==> config.mk <==
export PLATFORM = sky130hd
export DESIGN_NAME = rr_request_source
export DESIGN_NICKNAME = d
export VERILOG_FILES = /design/src/rtl/rr_request_source_pkg.sv /design/src/rtl/rr_req_slot.sv /design/src/rtl/rr_request_source.sv
export SDC_FILE = /design/constraint.sdc
export NUM_CORES = 2
export LEC_CHECK = 0
export ABC_AREA = 1
export BUFFER_PORTS_ARGS = -buffer_cell sky130_fd_sc_hd__buf_4
export CAP_MARGIN = 10
export CELL_PAD_IN_SITES_DETAIL_PLACEMENT = 0
export CELL_PAD_IN_SITES_GLOBAL_PLACEMENT = 1
export CORE_ASPECT_RATIO = 1.5
export CORE_MARGIN = 1
export CORE_UTILIZATION = 48
export CTS_CLUSTER_DIAMETER = 80
export DETAILED_ROUTE_END_ITERATION = 6
export PLACE_DENSITY = 0.94
export REMOVE_ABC_BUFFERS = 1
export SYNTH_ARGS = -nofsm -noshare
export SYNTH_HDL_FRONTEND = slang
export SYNTH_SLANG_ARGS = --single-unit
==> constraint.sdc <==
create_clock -name clock -period 38.3 [get_ports clock]
set_input_delay 5.745 -clock clock [delete_from_list [all_inputs] [get_ports clock]]
set_output_delay 5.745 -clock clock [all_outputs]
set_load 0.02 [all_outputs]
==> src/rtl/rr_request_source_pkg.sv <==
// Shared constants, types and helpers for the round-robin arbiter and
// its requester-side agent.
package rr_arb_pkg;

  localparam int N_REQ     = 16;
  localparam int REQ_IDX_W = $clog2(N_REQ);
  localparam int CNT_W     = 8;
  localparam int WAIT_W    = 16;

  typedef logic [N_REQ-1:0] req_vec_t;

  // True when at most one bit of the vector is set.
  function automatic logic onehot0(input req_vec_t vec);
    return (vec & (vec - req_vec_t'(1))) == req_vec_t'(0);
  endfunction

endpackage

==> src/rtl/rr_req_slot.sv <==
// One requester slot: saturating pending-job counter plus a wait-cycle
// counter that tracks how long the current request has gone ungranted.
module rr_req_slot
  import rr_arb_pkg::*;
#(
  parameter int CNT_W  = rr_arb_pkg::CNT_W,
  parameter int WAIT_W = rr_arb_pkg::WAIT_W
) (
  input  logic              clock,
  input  logic              reset,
  input  logic              trigger,
  input  logic              load_en,
  input  logic [CNT_W-1:0]  load_count,
  input  logic              grant_bit,
  input  logic              accept,
  output logic              request,
  output logic [CNT_W-1:0]  pend_nxt,
  output logic [WAIT_W-1:0] wait_nxt
);

  logic [CNT_W-1:0]  pend_r;
  logic [WAIT_W-1:0] wait_r;
  logic [CNT_W:0]    add_s;
  logic [CNT_W:0]    sum_s;

  assign request = trigger & (pend_r != {CNT_W{1'b0}});

  // Next pend: add load and retire accepted job in one step, then saturate;
  // next wait: count ungranted requested cycles, clear otherwise.
  always_comb begin
    if (load_en) begin
      add_s = {1'b0, load_count};
    end else begin
      add_s = {(CNT_W+1){1'b0}};
    end
    // accept implies pend_r >= 1, so the subtraction cannot underflow.
    sum_s = {1'b0, pend_r} + add_s - {{CNT_W{1'b0}}, accept};
    if (sum_s > {1'b0, {CNT_W{1'b1}}}) begin
      pend_nxt = {CNT_W{1'b1}};
    end else begin
      pend_nxt = sum_s[CNT_W-1:0];
    end

    if (!request) begin
      wait_nxt = {WAIT_W{1'b0}};
    end else if (grant_bit) begin
      wait_nxt = {WAIT_W{1'b0}};
    end else if (wait_r == {WAIT_W{1'b1}}) begin
      wait_nxt = wait_r;
    end else begin
      wait_nxt = wait_r + WAIT_W'(1);
    end
  end

  // Slot state registers, cleared asynchronously.
  always_ff @(posedge clock or negedge reset) begin
    if (!reset) begin
      pend_r <= {CNT_W{1'b0}};
      wait_r <= {WAIT_W{1'b0}};
    end else begin
      pend_r <= pend_nxt;
      wait_r <= wait_nxt;
    end
  end

endmodule

==> src/rtl/rr_request_source.sv <==
// Requester-side agent for the round-robin arbiter: per-requester job
// queues drive request, grants retire jobs, and the grant protocol,
// wait latency and starvation are monitored.
module rr_request_source
  import rr_arb_pkg::*;
#(
  parameter int nReq         = rr_arb_pkg::N_REQ,  // must match N_REQ
  parameter int CNT_W        = rr_arb_pkg::CNT_W,
  parameter int WAIT_W       = rr_arb_pkg::WAIT_W,
  parameter int STARVE_LIMIT = 2 * nReq
) (
  input  logic                           clock,
  input  logic                           reset,
  input  logic                           trigger,
  input  logic                           load_valid,
  input  logic [$clog2(nReq)-1:0]        load_idx,
  input  logic [CNT_W-1:0]               load_count,
  input  logic [nReq-1:0]                grant,
  output logic [nReq-1:0]                request,
  output logic [CNT_W+$clog2(nReq)-1:0]  pending_total,
  output logic [31:0]                    grant_total,
  output logic                           done,
  output logic [WAIT_W-1:0]              max_wait,
  output logic                           starve,
  output logic                           error
);

  localparam int IDX_W = $clog2(nReq);
  localparam int SUM_W = CNT_W + IDX_W;

  logic [CNT_W-1:0]  pend_nxt_s [nReq];
  logic [WAIT_W-1:0] wait_nxt_s [nReq];
  logic [nReq-1:0]   accept_s;
  logic              legal_s;
  logic              load_oob_s;
  logic              any_accept_s;
  logic [31:0]       load_idx_ext_s;
  logic [SUM_W-1:0]  total_nxt_s;
  logic [WAIT_W-1:0] wait_max_s;
  logic              starve_hit_s;

  logic [SUM_W-1:0]  pending_total_r;
  logic [31:0]       grant_total_r;
  logic              done_r;
  logic [WAIT_W-1:0] max_wait_r;
  logic              starve_r;
  logic              error_r;

  // Grant legality and load range check; an illegal grant retires nothing.
  always_comb begin
    load_idx_ext_s = 32'(load_idx);
    load_oob_s     = load_valid & (load_idx_ext_s >= 32'(nReq));
    legal_s        = onehot0(req_vec_t'(grant)) &
                     ((grant & ~request) == {nReq{1'b0}});
    if (legal_s) begin
      accept_s = grant & request;
    end else begin
      accept_s = {nReq{1'b0}};
    end
    any_accept_s = |accept_s;
  end

  for (genvar i = 0; i < nReq; i++) begin : g_slot
    rr_req_slot #(
      .CNT_W  (CNT_W),
      .WAIT_W (WAIT_W)
    ) u_slot (
      .clock      (clock),
      .reset      (reset),
      .trigger    (trigger),
      .load_en    (load_valid & ~load_oob_s & (load_idx == IDX_W'(i))),
      .load_count (load_count),
      .grant_bit  (grant[i]),
      .accept     (accept_s[i]),
      .request    (request[i]),
      .pend_nxt   (pend_nxt_s[i]),
      .wait_nxt   (wait_nxt_s[i])
    );
  end

  // Pending-total adder, max-wait reduction and starvation detect over next-state slot values.
  always_comb begin
    total_nxt_s  = {SUM_W{1'b0}};
    wait_max_s   = max_wait_r;
    starve_hit_s = 1'b0;
    for (int i = 0; i < nReq; i++) begin
      total_nxt_s = total_nxt_s + SUM_W'(pend_nxt_s[i]);
      if (wait_nxt_s[i] > wait_max_s) begin
        wait_max_s = wait_nxt_s[i];
      end else begin
        wait_max_s = wait_max_s;
      end
      if (32'(wait_nxt_s[i]) >= 32'(STARVE_LIMIT)) begin
        starve_hit_s = 1'b1;
      end else begin
        starve_hit_s = starve_hit_s;
      end
    end
  end

  // Registered status outputs; error and starve are sticky until reset.
  always_ff @(posedge clock or negedge reset) begin
    if (!reset) begin
      pending_total_r <= {SUM_W{1'b0}};
      grant_total_r   <= 32'd0;
      done_r          <= 1'b0;
      max_wait_r      <= {WAIT_W{1'b0}};
      starve_r        <= 1'b0;
      error_r         <= 1'b0;
    end else begin
      pending_total_r <= total_nxt_s;
      grant_total_r   <= grant_total_r + 32'(any_accept_s);
      done_r          <= any_accept_s & (pending_total_r != {SUM_W{1'b0}}) &
                         (total_nxt_s == {SUM_W{1'b0}});
      max_wait_r      <= wait_max_s;
      starve_r        <= starve_r | starve_hit_s;
      error_r         <= error_r | ~legal_s | load_oob_s;
    end
  end

  assign pending_total = pending_total_r;
  assign grant_total   = grant_total_r;
  assign done          = done_r;
  assign max_wait      = max_wait_r;
  assign starve        = starve_r;
  assign error         = error_r;

endmodule

-- Yosys cells after proc, flatten, opt, wreduce, memory -nomap -nowiden
Cells that the tools add are included.
- reduce and logical (&&, ||, !) cells: 22
- $add $sub $neg: 65
- $lt $le $gt $ge: 48
- multiplexer cells: 113
- bitwise operators: 42
- equality and inequality tests: 31
- operators with widths (operator ; number):
    16-bit two-way mux ; 65
    16-bit by 1-bit adder with 16-bit output, second input constant ; 16
    16-bit equality test, second input constant ; 16
    16-bit by 6-bit >= comparator with 1-bit output, second input constant ; 16
    16-bit > comparator ; 16
    8-bit two-way mux ; 32
    8-bit by 8-bit adder with 9-bit output ; 17
    9-bit by 8-bit > comparator with 1-bit output, second input constant ; 16
    9-bit by 1-bit subtractor with 9-bit output ; 16
    12-bit by 8-bit adder with 12-bit output ; 11
    8-bit nonzero test ; 16
    16-bit AND ; 3
    1-bit AND ; 35
    32-bit by 1-bit adder with 32-bit output ; 1
    4-bit equality test, second input constant ; 8
    16-bit logical NOT ; 2
    4-bit by 3-bit equality test with 1-bit output, second input constant ; 4
    1-bit two-way mux ; 16
    16-bit inverter ; 1
    16-bit OR reduction ; 1
    16-bit by 1-bit subtractor with 16-bit output, second input constant ; 1
    11-bit by 8-bit adder with 12-bit output ; 1
    12-bit logical NOT ; 1
    12-bit nonzero test ; 1
    7 further kinds ; 9
- output and inout port bits: 79
- register bits after elaboration: 447
- input port bits: 32
- word-level logic and storage cells: 359

-- Logic depth before layout (Yosys ltp)
- depth in word-level cells: 36
- depth in mapped cells: 222
- mapped depth without buffers: 207

-- Hierarchy
A second synthesis with hierarchy kept.
- cell total of the unflattened synthesis: 6529
- area total of the unflattened synthesis: 45270.9 um2
- modules (own cells, without submodules) (module ; instances ; seq. area each (um2) ; cells an instance ; area an instance (um2)):
    rr_req_slot at g_slot[14].u_slot ... ; 9 ; 600.6 ; 270 ; 1873.0
    rr_request_source ; 1 ; 1576.5 ; 2214 ; 15376.0
    rr_req_slot at g_slot[0].u_slot ... ; 6 ; 600.6 ; 270 ; 1861.8
    rr_req_slot at g_slot[8].u_slot ; 1 ; 600.6 ; 265 ; 1866.8

-- Worst setup path before layout
No wires, ideal clock.
- path type: input -> register
- start: input port trigger
- end: register max_wait_r[10], in the netlist max_wait[10]
- buffers on the path: 30
- setup slack: 4.623 ns
- library setup time: 0.117 ns
- cell stages on the path: 170
- required time: 38.183 ns
- data arrival time: 33.559 ns
- cell sequence: inv_2 nor2_1 inv_1 nor2_1 clkbuf_1 inv_1 nor3_1 ha_1 nand2_1 inv_1 nand3_1 nor2_1 nand4_1 nor2_1 nor2_1 nand2_1 nand2_1 clkbuf_1 [134 not listed] o21ai_1 ha_1 nand4_1 nor3_1 nand4_2 buf_2 nand3_1 nand2_1 ha_1 a21oi_1 nor2_1 a211oi_1 o211ai_1 nand2_1 clkinv_1 clkbuf_1 nand2_1 nand2_1
- word-level cells in the longest chain between the ends: 34
- elaborated cells on any way between the ends: 64
- ends and longest elaborated chain (element ; line ; source):
    from (decl) ; rr_request_source.sv:14 ; input logic trigger,
    1-bit AND * ; rr_req_slot.sv:26 ; assign request = trigger & (pend_r != {CNT_W{1'b0}});
    via g_slot[0].u_slot.request ; rr_req_slot.sv:16 ; output logic request,
    16-bit two-way mux * ; rr_req_slot.sv:44 ; if (!request) begin
    via g_slot[0].u_slot.wait_nxt[14] ; rr_req_slot.sv:18 ; output logic [WAIT_W-1:0] wait_nxt
    16-bit > comparator ; rr_request_source.sv:88 ; if (wait_nxt_s[i] > wait_max_s) begin
    16-bit two-way mux * ; rr_request_source.sv:88 ;
    16-bit > comparator ; rr_request_source.sv:88 ;
    16-bit two-way mux * ; rr_request_source.sv:88 ;
    [21 not listed] ; -- ;
    16-bit two-way mux * ; rr_request_source.sv:88 ;
    16-bit > comparator ; rr_request_source.sv:88 ;
    16-bit two-way mux * ; rr_request_source.sv:88 ;
    16-bit > comparator ; rr_request_source.sv:88 ;
    16-bit two-way mux * ; rr_request_source.sv:88 ;
    16-bit > comparator ; rr_request_source.sv:88 ;
    16-bit two-way mux * ; rr_request_source.sv:88 ;
    via wait_max_s[10] ; rr_request_source.sv:39 ; logic [WAIT_W-1:0] wait_max_s;
    to (signal assigned) ; rr_request_source.sv:107 ; max_wait_r <= {WAIT_W{1'b0}};
    to (signal assigned) ; rr_request_source.sv:115 ; max_wait_r <= wait_max_s;
    to (decl) ; rr_request_source.sv:45 ; logic [WAIT_W-1:0] max_wait_r;
Mark *: on every way through the listed nets, which the timed path passes. The rest lies on a longest branch.

-- Worst setup path after layout
- start: input port trigger
- end: register max_wait_r[6], in the netlist max_wait[6]
- word-level cells in the longest chain between the ends: 34
- elaborated cells on any way between the ends: 64
- ends and longest elaborated chain (element ; line):
    1-bit AND * ; rr_req_slot.sv:26
    16-bit two-way mux * ; rr_req_slot.sv:44
    via g_slot[0].u_slot.wait_nxt[14] ; rr_req_slot.sv:18
    16-bit > comparator ; rr_request_source.sv:88
    16-bit two-way mux * ; rr_request_source.sv:88
    16-bit > comparator ; rr_request_source.sv:88
    16-bit two-way mux * ; rr_request_source.sv:88
    16-bit > comparator ; rr_request_source.sv:88
    [20 not listed] ; --
    16-bit two-way mux * ; rr_request_source.sv:88
    16-bit > comparator ; rr_request_source.sv:88
    16-bit two-way mux * ; rr_request_source.sv:88
    16-bit > comparator ; rr_request_source.sv:88
    16-bit two-way mux * ; rr_request_source.sv:88
    16-bit > comparator ; rr_request_source.sv:88
    16-bit two-way mux * ; rr_request_source.sv:88
    via wait_max_s[6] ; rr_request_source.sv:39
Marked as above.

==> metrics.txt <==
status finished, final reports clean; Post-Synthesis Cells approximately 5,600; flip-flop and latch area roughly 11,000 µm²; commonest cells after routing, fill and taps aside nand2_1, inv_1, ha_1, dfrtp_1, nor2_1; Worst-Skew Late Latency between 600 and 700 ps; Clock Path Buffers 3; setup slack, reg-to-reg between 7000 and 8000 ps; Crit-path slowest cell o21ai_0; Final Skew 42.0 ps; Vert. Die Dim roughly 360 µm; DR WL/cell 18.9 µm; Max Fclk 28.3 MHz; routability cong. between 1 and 1.5; Req. time, crit path about 39,000 ps; R2R Path End max_wait[6]; area leader, netlist dfrtp_1; area occupied by multi-input gates 24,900 µm²; Slew Limit Headroom between 10% and 20%; GR Overflow Total 0; post-synthesis sequential area ratio 27.3%; initial antenna violation count 3; Mapped Avg Cell Area roughly 7.3 µm²; Slew @ Worst Pin 1270 ps; most common cell after layout, fill and taps aside nand2_1; CP Capture Point max_wait[6]; TritonRoute pass-1 iters 5; # rows 130; CP startpoint kind primary input; vias per cell around 5.4; CTS Buf Count 49; Clock Tree Root clkbuf_16; post-synth cell types between 50 and 60; CTS tree yes; via count between 30,000 and 40,000; Post-Synthesis Cell Area ~41,000 µm²; effective utilization at floorplan between 40% and 50%; final period utilization between 90% and 100%; Routed WL 130,000 µm; H-tree levels 2; Final #Nets around 6,400; fin crit period 35,340 ps; FF+latch count, synth between 400 and 500; crit path DAT roughly 36,000 ps; worst stage delay on the critical path 610 ps; Clock Sinks between 400 and 500; CORE AREA between 80,000 and 90,000 µm²; top post-synthesis cells by area dfrtp_1, ha_1, nand2_1, inv_1, fa_1; nature of the critical path endpoint register; Die ar. between 80,000 and 90,000 µm²; area grow syn2layout 9.26%; crit path kind primary input to register; most frequent CP cell nand2_1; CP max FO 32; IO buf count 110; IO Pins ~110; WHS 472 ps; yosys warns 0; endpoints failing hold 0; first-pass GRT wire length 203,000 µm; critical path launch point trigger; largest net degree at the start of global routing approximately 130; vias in the first global route about 38,000; top-area cell type share of the netlist area between 20% and 30%; DRT iter0 DRCs approximately 1,900; Worst-path clk slew around 60 ps; DRT antenna net count 0; drt drc 0; Max Cap Viol 0; fin area between 40,000 and 50,000 µm²; Die W 240 µm; Max Slew Vio Count 0; GRT Resource Usage Total 30.6%; RR Startpoint g_slot[0].u_slot.wait_r[0]; Post-synth top flop dfrtp_1; ys async rst share 100%; dpl hpwl ~110,000 µm; Layout fillers between 8,000 and 9,000; RSZ-0062 raised after global routing false; share of cells above drive strength 1 around 6.0%; HP Class register to register; Post-synth EDFFs 0; final setup violating endpoints 0; R2R cell count around 150; Placed Area 43,000 µm²
## sequential cells by signal, summed over array words and instances (netlist names)
signal,count
grant_total,32
starve,1
max_wait,16
pending_total,12
g_slot.u_slot.wait_r,256
g_slot.u_slot.pend_r,128
done,1
error,1
## what timing repair did
action	4_1_cts	5_1_grt
buffers inserted	0	0
endpoints found under the setup margin	0	16
hold buffers	0	0
gates resized for setup	0	18
## layer usage
layer	part of all wire (%)	vias to the layer above	GRT usage [%]
met5	0.0092	-	0
met4	12	2	30.1
met3	4.5	554	4.09
met2	49	1100	53.7
met1	35	17300	30.4
li1	-	18200	-
## worst max-delay path, delay by kind of cell
kind,cells,cell delay [ps]
buf+inv,9,1210
simple gates,88,17120
compound gates,30,6410
fa+ha+maj,16,5280
## worst min-delay path by stage
stage / startpoint / end / slack, ps / cells past startpoint
4_1_cts: grant_total[31] / grant_total[31] / 470 / 1
5_1_grt: grant_total[31] / grant_total[31] / 510 / 1
6_report: grant_total[31] / grant_total[31] / 470 / 1
3_5_place_dp: grant_total[31] / grant_total[31] / 460 / 1
3_3_place_gp: grant_total[31] / grant_total[31] / 460 / 1
2_1_floorplan: g_slot[4].u_slot.wait_r[5] / g_slot[4].u_slot.wait_r[5] / 480 / 1
## stage by stage
stage	utilization, %	setup slack, ps	cells	setup TNS (ps)
finish	53.2	2960	6870	0
global route	53.2	9.71	6870	0
detailed placement	51.1	-31.6	6777	-45.7
global placement	51.1	836	6777	0
CTS	53.1	491	6868	0
floorplan	-	6440	5512	0
## synthesized netlist by cell type (7+ instances only)
master,n
o221a_2,9
inv_1,1146
o211ai_1,20
o21ai_1,16
ha_1,524
a21oi_1,241
or2_2,30
fa_1,124
buf_4,17
nor4_1,69
a31oi_1,14
xnor2_1,80
and3_1,10
o21a_1,7
clkbuf_1,67
inv_2,27
nor2_1,422
nand2_1,1184
nand2_2,27
nand3_1,209
buf_1,8
nor3b_1,9
o21ai_0,369
o21bai_1,37
dfrtp_1,447
xor2_1,124
nand3b_1,19
a211oi_1,31
nor3_1,146
nand4_1,125
## logic make-up (layout without fill, tap and decap cells)
group                      after synthesis  after routing  share of synthesized area [%]
buffers and inverters                 1271           1409                           11.8
AOI/OAI and AO/OA                      764            764                           10.3
xor gates and xnor gates               204            204                           4.37
adders and majority gates              648            648                           22.1
other                                    0              2                              0
and+or+nand+nor                       2274           2274                           24.1
DFF                                    447            447                           27.3
## final cells by class
cell class | count | area share [%]
well taps | 1122 | 3.14
repair buffers | 143 | 2.42
diodes | 2 | 0.0112
inverters | 1175 | 9.88
flip-flops and latches | 447 | 25.0
multi-input cells | 3890 | 55.8
clock buffers | 66 | 3.11
clock inverters | 25 | 0.613
Power is left out: the tool's default activity adds up to more than one toggle a clock period on the data nets, which glitch-free logic cannot reach.
